$ cat src/rtl/alu_issue.sv
// ---------------------------------------------------------------------------
// alu_issue
//
// Issue and writeback sequencer for an external combinational ALU. Each
// instruction is accepted, its operands are read from an internal register
// file, the operands are presented to the ALU, and the ALU result is written
// back. One instruction completes every three cycles.
//
// Configuration macro: ALU_IMM_EN
//   defined   : in_use_imm = 1 selects in_imm as the B operand
//   undefined : B operand is always regfile[rs2]; in_imm/in_use_imm unused
//
// Ports
//   clk, rst_n                  clock, asynchronous active-low reset
//   in_valid / in_ready         instruction handshake (ready only in IDLE)
//   in_opcode                   ADD=0 XOR=1 OR=2 AND=3 SEQ=4 SLT=5 SL=6 SR=7
//   in_rd, in_rs1, in_rs2       destination / source register indices
//   in_imm, in_use_imm          immediate operand and its select
//   alu_a, alu_b, alu_op        operands and opcode to the external ALU
//   alu_out                     combinational ALU result
//   wb_valid, wb_rd, wb_data    one-cycle writeback pulse, index, value
//   op_err                      one-cycle pulse after accepting opcode > 7
//   dbg_sel, dbg_data           combinational register-file read port
// ---------------------------------------------------------------------------
module alu_issue #(
    parameter int N    = 16,
    parameter int NREG = 8,
    localparam int IW  = $clog2(NREG)
) (
    input  logic          clk,
    input  logic          rst_n,
    input  logic          in_valid,
    output logic          in_ready,
    input  logic [3:0]    in_opcode,
    input  logic [IW-1:0] in_rd,
    input  logic [IW-1:0] in_rs1,
    input  logic [IW-1:0] in_rs2,
    input  logic [N-1:0]  in_imm,
    input  logic          in_use_imm,
    output logic [N-1:0]  alu_a,
    output logic [N-1:0]  alu_b,
    output logic [3:0]    alu_op,
    input  logic [N-1:0]  alu_out,
    output logic          wb_valid,
    output logic [IW-1:0] wb_rd,
    output logic [N-1:0]  wb_data,
    output logic          op_err,
    input  logic [IW-1:0] dbg_sel,
    output logic [N-1:0]  dbg_data
);

    typedef enum logic [1:0] {
        S_IDLE = 2'd0,
        S_EXEC = 2'd1,
        S_WB   = 2'd2
    } state_t;

    state_t        state_q, state_d;
    logic [3:0]    op_q, op_d;
    logic [N-1:0]  a_q, a_d;
    logic [N-1:0]  b_q, b_d;
    logic [N-1:0]  res_q, res_d;
    logic [IW-1:0] rd_q, rd_d;
    logic [IW-1:0] wb_rd_q, wb_rd_d;
    logic          wb_valid_q, wb_valid_d;
    logic          op_err_q, op_err_d;

    logic [N-1:0]  rf_q [NREG];
    logic [N-1:0]  rf_d [NREG];
    logic          rf_we;

    logic [N-1:0]  rs1_val;
    logic [N-1:0]  rs2_val;
    logic [N-1:0]  b_sel;

    assign rs1_val = rf_q[in_rs1];
    assign rs2_val = rf_q[in_rs2];

`ifdef ALU_IMM_EN
    assign b_sel = in_use_imm ? in_imm : rs2_val;
`else
    assign b_sel = rs2_val;
    logic unused_imm;
    assign unused_imm = ^{in_use_imm, in_imm};
`endif

    // -----------------------------------------------------------------------
    // Next-state logic
    // -----------------------------------------------------------------------
    always_comb begin
        state_d    = state_q;
        op_d       = op_q;
        a_d        = a_q;
        b_d        = b_q;
        res_d      = res_q;
        rd_d       = rd_q;
        wb_rd_d    = wb_rd_q;
        wb_valid_d = 1'b0;
        op_err_d   = 1'b0;
        rf_we      = 1'b0;

        case (state_q)
            S_IDLE: begin
                if (in_valid) begin
                    if (in_opcode[3]) begin
                        // Illegal opcode: spend one non-ready cycle in WB with
                        // wb_valid low so nothing is written, and leave the
                        // ALU operand registers untouched.
                        op_err_d = 1'b1;
                        state_d  = S_WB;
                    end else begin
                        op_d    = in_opcode;
                        rd_d    = in_rd;
                        a_d     = rs1_val;
                        b_d     = b_sel;
                        state_d = S_EXEC;
                    end
                end
            end
            S_EXEC: begin
                res_d      = alu_out;
                wb_rd_d    = rd_q;
                wb_valid_d = 1'b1;
                state_d    = S_WB;
            end
            S_WB: begin
                // wb_valid_q distinguishes a real writeback from the
                // illegal-opcode cycle.
                rf_we   = wb_valid_q;
                state_d = S_IDLE;
            end
            default: begin
                state_d = S_IDLE;
            end
        endcase
    end

    // Register 0 is hardwired to zero; other entries load on a matching write.
    assign rf_d[0] = '0;
    for (genvar gi = 1; gi < NREG; gi++) begin : g_rf
        assign rf_d[gi] = (rf_we && (wb_rd_q == IW'(gi))) ? res_q : rf_q[gi];
    end

    // -----------------------------------------------------------------------
    // State and output registers
    // -----------------------------------------------------------------------
    always_ff @(posedge clk or negedge rst_n) begin
        if (!rst_n) begin
            state_q    <= S_IDLE;
            op_q       <= '0;
            a_q        <= '0;
            b_q        <= '0;
            res_q      <= '0;
            rd_q       <= '0;
            wb_rd_q    <= '0;
            wb_valid_q <= 1'b0;
            op_err_q   <= 1'b0;
            for (int i = 0; i < NREG; i++) begin
                rf_q[i] <= '0;
            end
        end else begin
            state_q    <= state_d;
            op_q       <= op_d;
            a_q        <= a_d;
            b_q        <= b_d;
            res_q      <= res_d;
            rd_q       <= rd_d;
            wb_rd_q    <= wb_rd_d;
            wb_valid_q <= wb_valid_d;
            op_err_q   <= op_err_d;
            for (int i = 0; i < NREG; i++) begin
                rf_q[i] <= rf_d[i];
            end
        end
    end

    assign in_ready = (state_q == S_IDLE);
    assign alu_a    = a_q;
    assign alu_b    = b_q;
    assign alu_op   = op_q;
    assign wb_valid = wb_valid_q;
    assign wb_rd    = wb_rd_q;
    assign wb_data  = res_q;
    assign op_err   = op_err_q;
    assign dbg_data = rf_q[dbg_sel];

endmodule

$ cat config.mk
export PLATFORM = sky130hd
export DESIGN_NAME = alu_issue
export DESIGN_NICKNAME = d
export VERILOG_FILES = /design/src/rtl/alu_issue.sv
export SDC_FILE = /design/constraint.sdc
export NUM_CORES = 1
export LEC_CHECK = 0
export CORE_UTILIZATION = 40
export DETAILED_ROUTE_END_ITERATION = 12
export GPL_TIMING_DRIVEN = 0
export SLEW_MARGIN = 10
export SYNTH_ARGS = -nofsm -noshare
export SYNTH_HDL_FRONTEND = slang
export SYNTH_SLANG_ARGS = --single-unit
export TNS_END_PERCENT = 100
$ cat constraint.sdc
create_clock -name clk -period 6.2 [get_ports clk]
set_clock_uncertainty 0.15 [all_clocks]
set_input_delay 1.86 -clock clk [delete_from_list [all_inputs] [get_ports clk]]
set_output_delay 1.86 -clock clk [all_outputs]
set_load 0.05 [all_outputs]
==> flow_summary_export.csv <==
group,metric,value,unit
placed_design,portBuffers,103,
global_routing,grt.total_usage,26.0,%
cts,cts_buffer_depth,2,
yosys,synthFlopType,"dfrtp_1",
power,clkPwrFrac,26.0,%
yosys,yosys_warnings,0,
power,p_total,0.00417,W
sta,tightest_slew,1.00,ns
cts,cts.htree.levels,4,
yosys,synth_edf_count,0,
worst_setup_path,crit_type,"in -> out",
global_routing,grt_pass1_wl,44700,µm
drt,drtIter0Drc,553,
die,die_area,23100,µm²
drt,wire_per_inst,26.1,µm
worst_setup_path,crit_required,4.19,ns
cells_and_area,fin_area,11000,µm²
yosys,netlist_area,9000,µm²
cts,cts.clk_slew.worst_paths,0.07,ns
yosys,synth_top_area_cell,"dfrtp_1",
placed_design,dp.cells,1085,
die,dieWidth,152,µm
global_routing,grt_max_degree,94,
yosys,avgSynthCellArea,12.8,µm²
global_routing,grt_pass1_vias,7163,
die,die_h,152,µm
power,p_sw,0.00156,W
worst_hold_path,hp-class,"reg -> reg",
sta,slew_violations,0,
sta,fmax,160,MHz
die,core-area,22000,µm²
sta,tns,-0.0408,ns
power,ir_drop,0.257,mV
sta,hold_viol,0,
power,swShare,37.5,%
cells_and_area,multi_input_area,4430,µm²
cts,cts_tree,"yes",
placed_design,placed_cell_area,10400,µm²
drt,ant_nets,0,
cts,postCtsSetupRepairBufs,0,
drt,routed_wl,29200,µm
placed_design,routabilityCongestion,0.908,
power,intPower,0.00261,W
die,io_pins,126,
sta,setup_viol,1,
worst_setup_path,path_max_fanout,10,
worst_setup_path,crit_path_end_kind,"output pin",
worst_setup_path,crit_arrival,4.23,ns
sta,min_period_over_period,101,%
power,leakagePower,4.87,nW
drt,dr_total_vias,6807,
die,rows,54,
global_routing,antenna_found_initial,0,
cells_and_area,synthToLayoutAreaGrowth,22.1,%
yosys,yosysSeqAreaShare,48.1,%
yosys,synth_seq_cells,173,
drt,dr.pass1.iters,9,
drt,drc,17,
outcome,violations,"design-rule violations, negative setup slack",
sta,period_minus_slack,6.24,ns
yosys,synthCells,701,
sta,grt_setup_unrepaired,"yes",
yosys,synthTopCellsByArea,"dfrtp_1 48%, mux2_2 21%, mux2i_1 7.6%",
power,power_frac_comb,32.9,%
sta,relSlewSlack,33.2,%
cells_and_area,regArea,4330,µm²
flow_run,maxCapViolCount,0,
die,initial_core_util,41.0,%
cells_and_area,final_common_cell,"dfrtp_1",
cells_and_area,fin_cells,1117,
yosys,synth_top_area_share,48.1,%
cells_and_area,drive_gt1_share,31.9,%
global_routing,grt_overflow,0,
cells_and_area,nFillCells,1922,
outcome,status,"finished with violations",
sta,setup_ws,-0.0408,ns
placed_design,dp_hpwl,19500,µm
power,powerDensity,379,nW/µm²
cells_and_area,num_antenna_cells,0,
drt,viasPerCell,6.09,
cells_and_area,nets,876,
worst_setup_path,cp-start-kind,"input port",
power,p_seq_share,41.1,%
yosys,synthesis.nets,753,
yosys,yosysUniqueCellTypes,35,
cts,numClockSinks,173,
yosys,synthArstFlopShare,100,%
cts,ctsRootBufferMaster,"clkbuf_16",
cts,cts-resized-gates,18,
cts,hold_buffers,0,
cells_and_area,final_cell_mix,"173 x dfrtp_1, 171 x mux2_2, 89 x clkdlybuf4s50_1",
cts,clock_latency,0.43,ns
cts,cts-buffers-inserted,17,
==> cell type report <==
class                      count  share of cell area (%)
clock inverter                12                    1.23
sequential                   173                    39.4
multi-input combinational    473                    40.3
buffer                        55                    2.36
clock buffer                  20                    4.15
tap                          280                    3.19
timing repair buffer         104                    9.41
==> synthesized netlist by cell type (15+ instances only) <==
library cell,n
dfrtp_1,173
mux2_2,171
mux2i_1,68
nor2_1,34
clkbuf_1,29
a22oi_1,27
a21oi_1,23
nand2_1,19
buf_2,17
mux4_2,16
o21ai_0,16
o221ai_1,16
o22a_1,16
a221oi_1,15
o22ai_1,15
==> metal layers <==
layer | vias up | global-route usage, % | routed length (µm) | part of all wire [%]
met2 | 320 | 42.2 | 13700 | 47
met5 | - | 0 | 0 | 0
met1 | 3498 | 34.5 | 12700 | 43
met4 | 0 | 10.6 | 947 | 3.2
li1 | 2922 | - | - | -
met3 | 67 | 4.76 | 1910 | 6.5
==> power groups by stage <==
stage / registers [W] / clock network [W] / logic, W
after CTS: 0.00170 / 0.00110 / 0.00138
after global routing: 0.00176 / 0.00115 / 0.00145
after floorplan: 0.00195 / 0 / 0.000635
after detailed placement: 0.00172 / 0 / 0.00138
final: 0.00171 / 0.00109 / 0.00137
after global placement: 0.00170 / 0 / 0.00136
==> worst max-delay path, stage by stage <==
cell and delay [ns]:
clkbuf_1 0.37, clkbuf_1 0.74, a21oi_1 0.13, o21ai_0 0.27
clkdlybuf4s50_1 0.85
==> cells by family after synthesis <==
family	Yosys count	synth area share, %
buffers and inverters	55	2.74
muxes	265	34.6
DFF	173	48.1
and+or+nand+nor	73	4.00
other	1	0.0416
AOI/OAI and AO/OA	134	10.5
==> flip-flops by register name (all words and copies together), names as in the netlist <==
signal and flops:
alu_op 3, state_q 2, alu_b 16, rd_q 3, wb_data 16, op_err 1, wb_rd 3, rf_q 112
alu_a 16, wb_valid 1
==> final timing paths <==
check / endpoint / cells after the start / slack, ns / startpoint
worst min register to register: rd_q[2] / 1 / 0.36 / rd_q[2]
min in group asynchronous: wb_data[11] / 1 / 1.25 / rst_n
worst max-delay path: dbg_data[12] / 5 / -0.04 / dbg_sel[1]
worst max register to register: alu_b[12] / 4 / 3.50 / state_q[1]
max in group asynchronous: rf_q[88] / 2 / 3.73 / rst_n
worst min-delay path: rd_q[2] / 1 / 0.36 / rd_q[2]
==> metrics by stage <==
| stage | utilization [%] | setup WS (ns) | hold WS (ns) |
|---|---|---|---|
| 6_report | 50.1 | -0.0408 | 0.358 |
| 5_1_grt | 50.1 | -0.0835 | 0.375 |
| 4_1_cts | 50.2 | -0.0392 | 0.360 |
| 3_5_place_dp | 47.4 | -0.782 | 0.339 |
| 3_3_place_gp | 47.3 | -3.81 | 0.335 |
| 2_1_floorplan | - | 0.221 | 0.325 |
No activity file was read; power rests on OpenSTA's default activity.
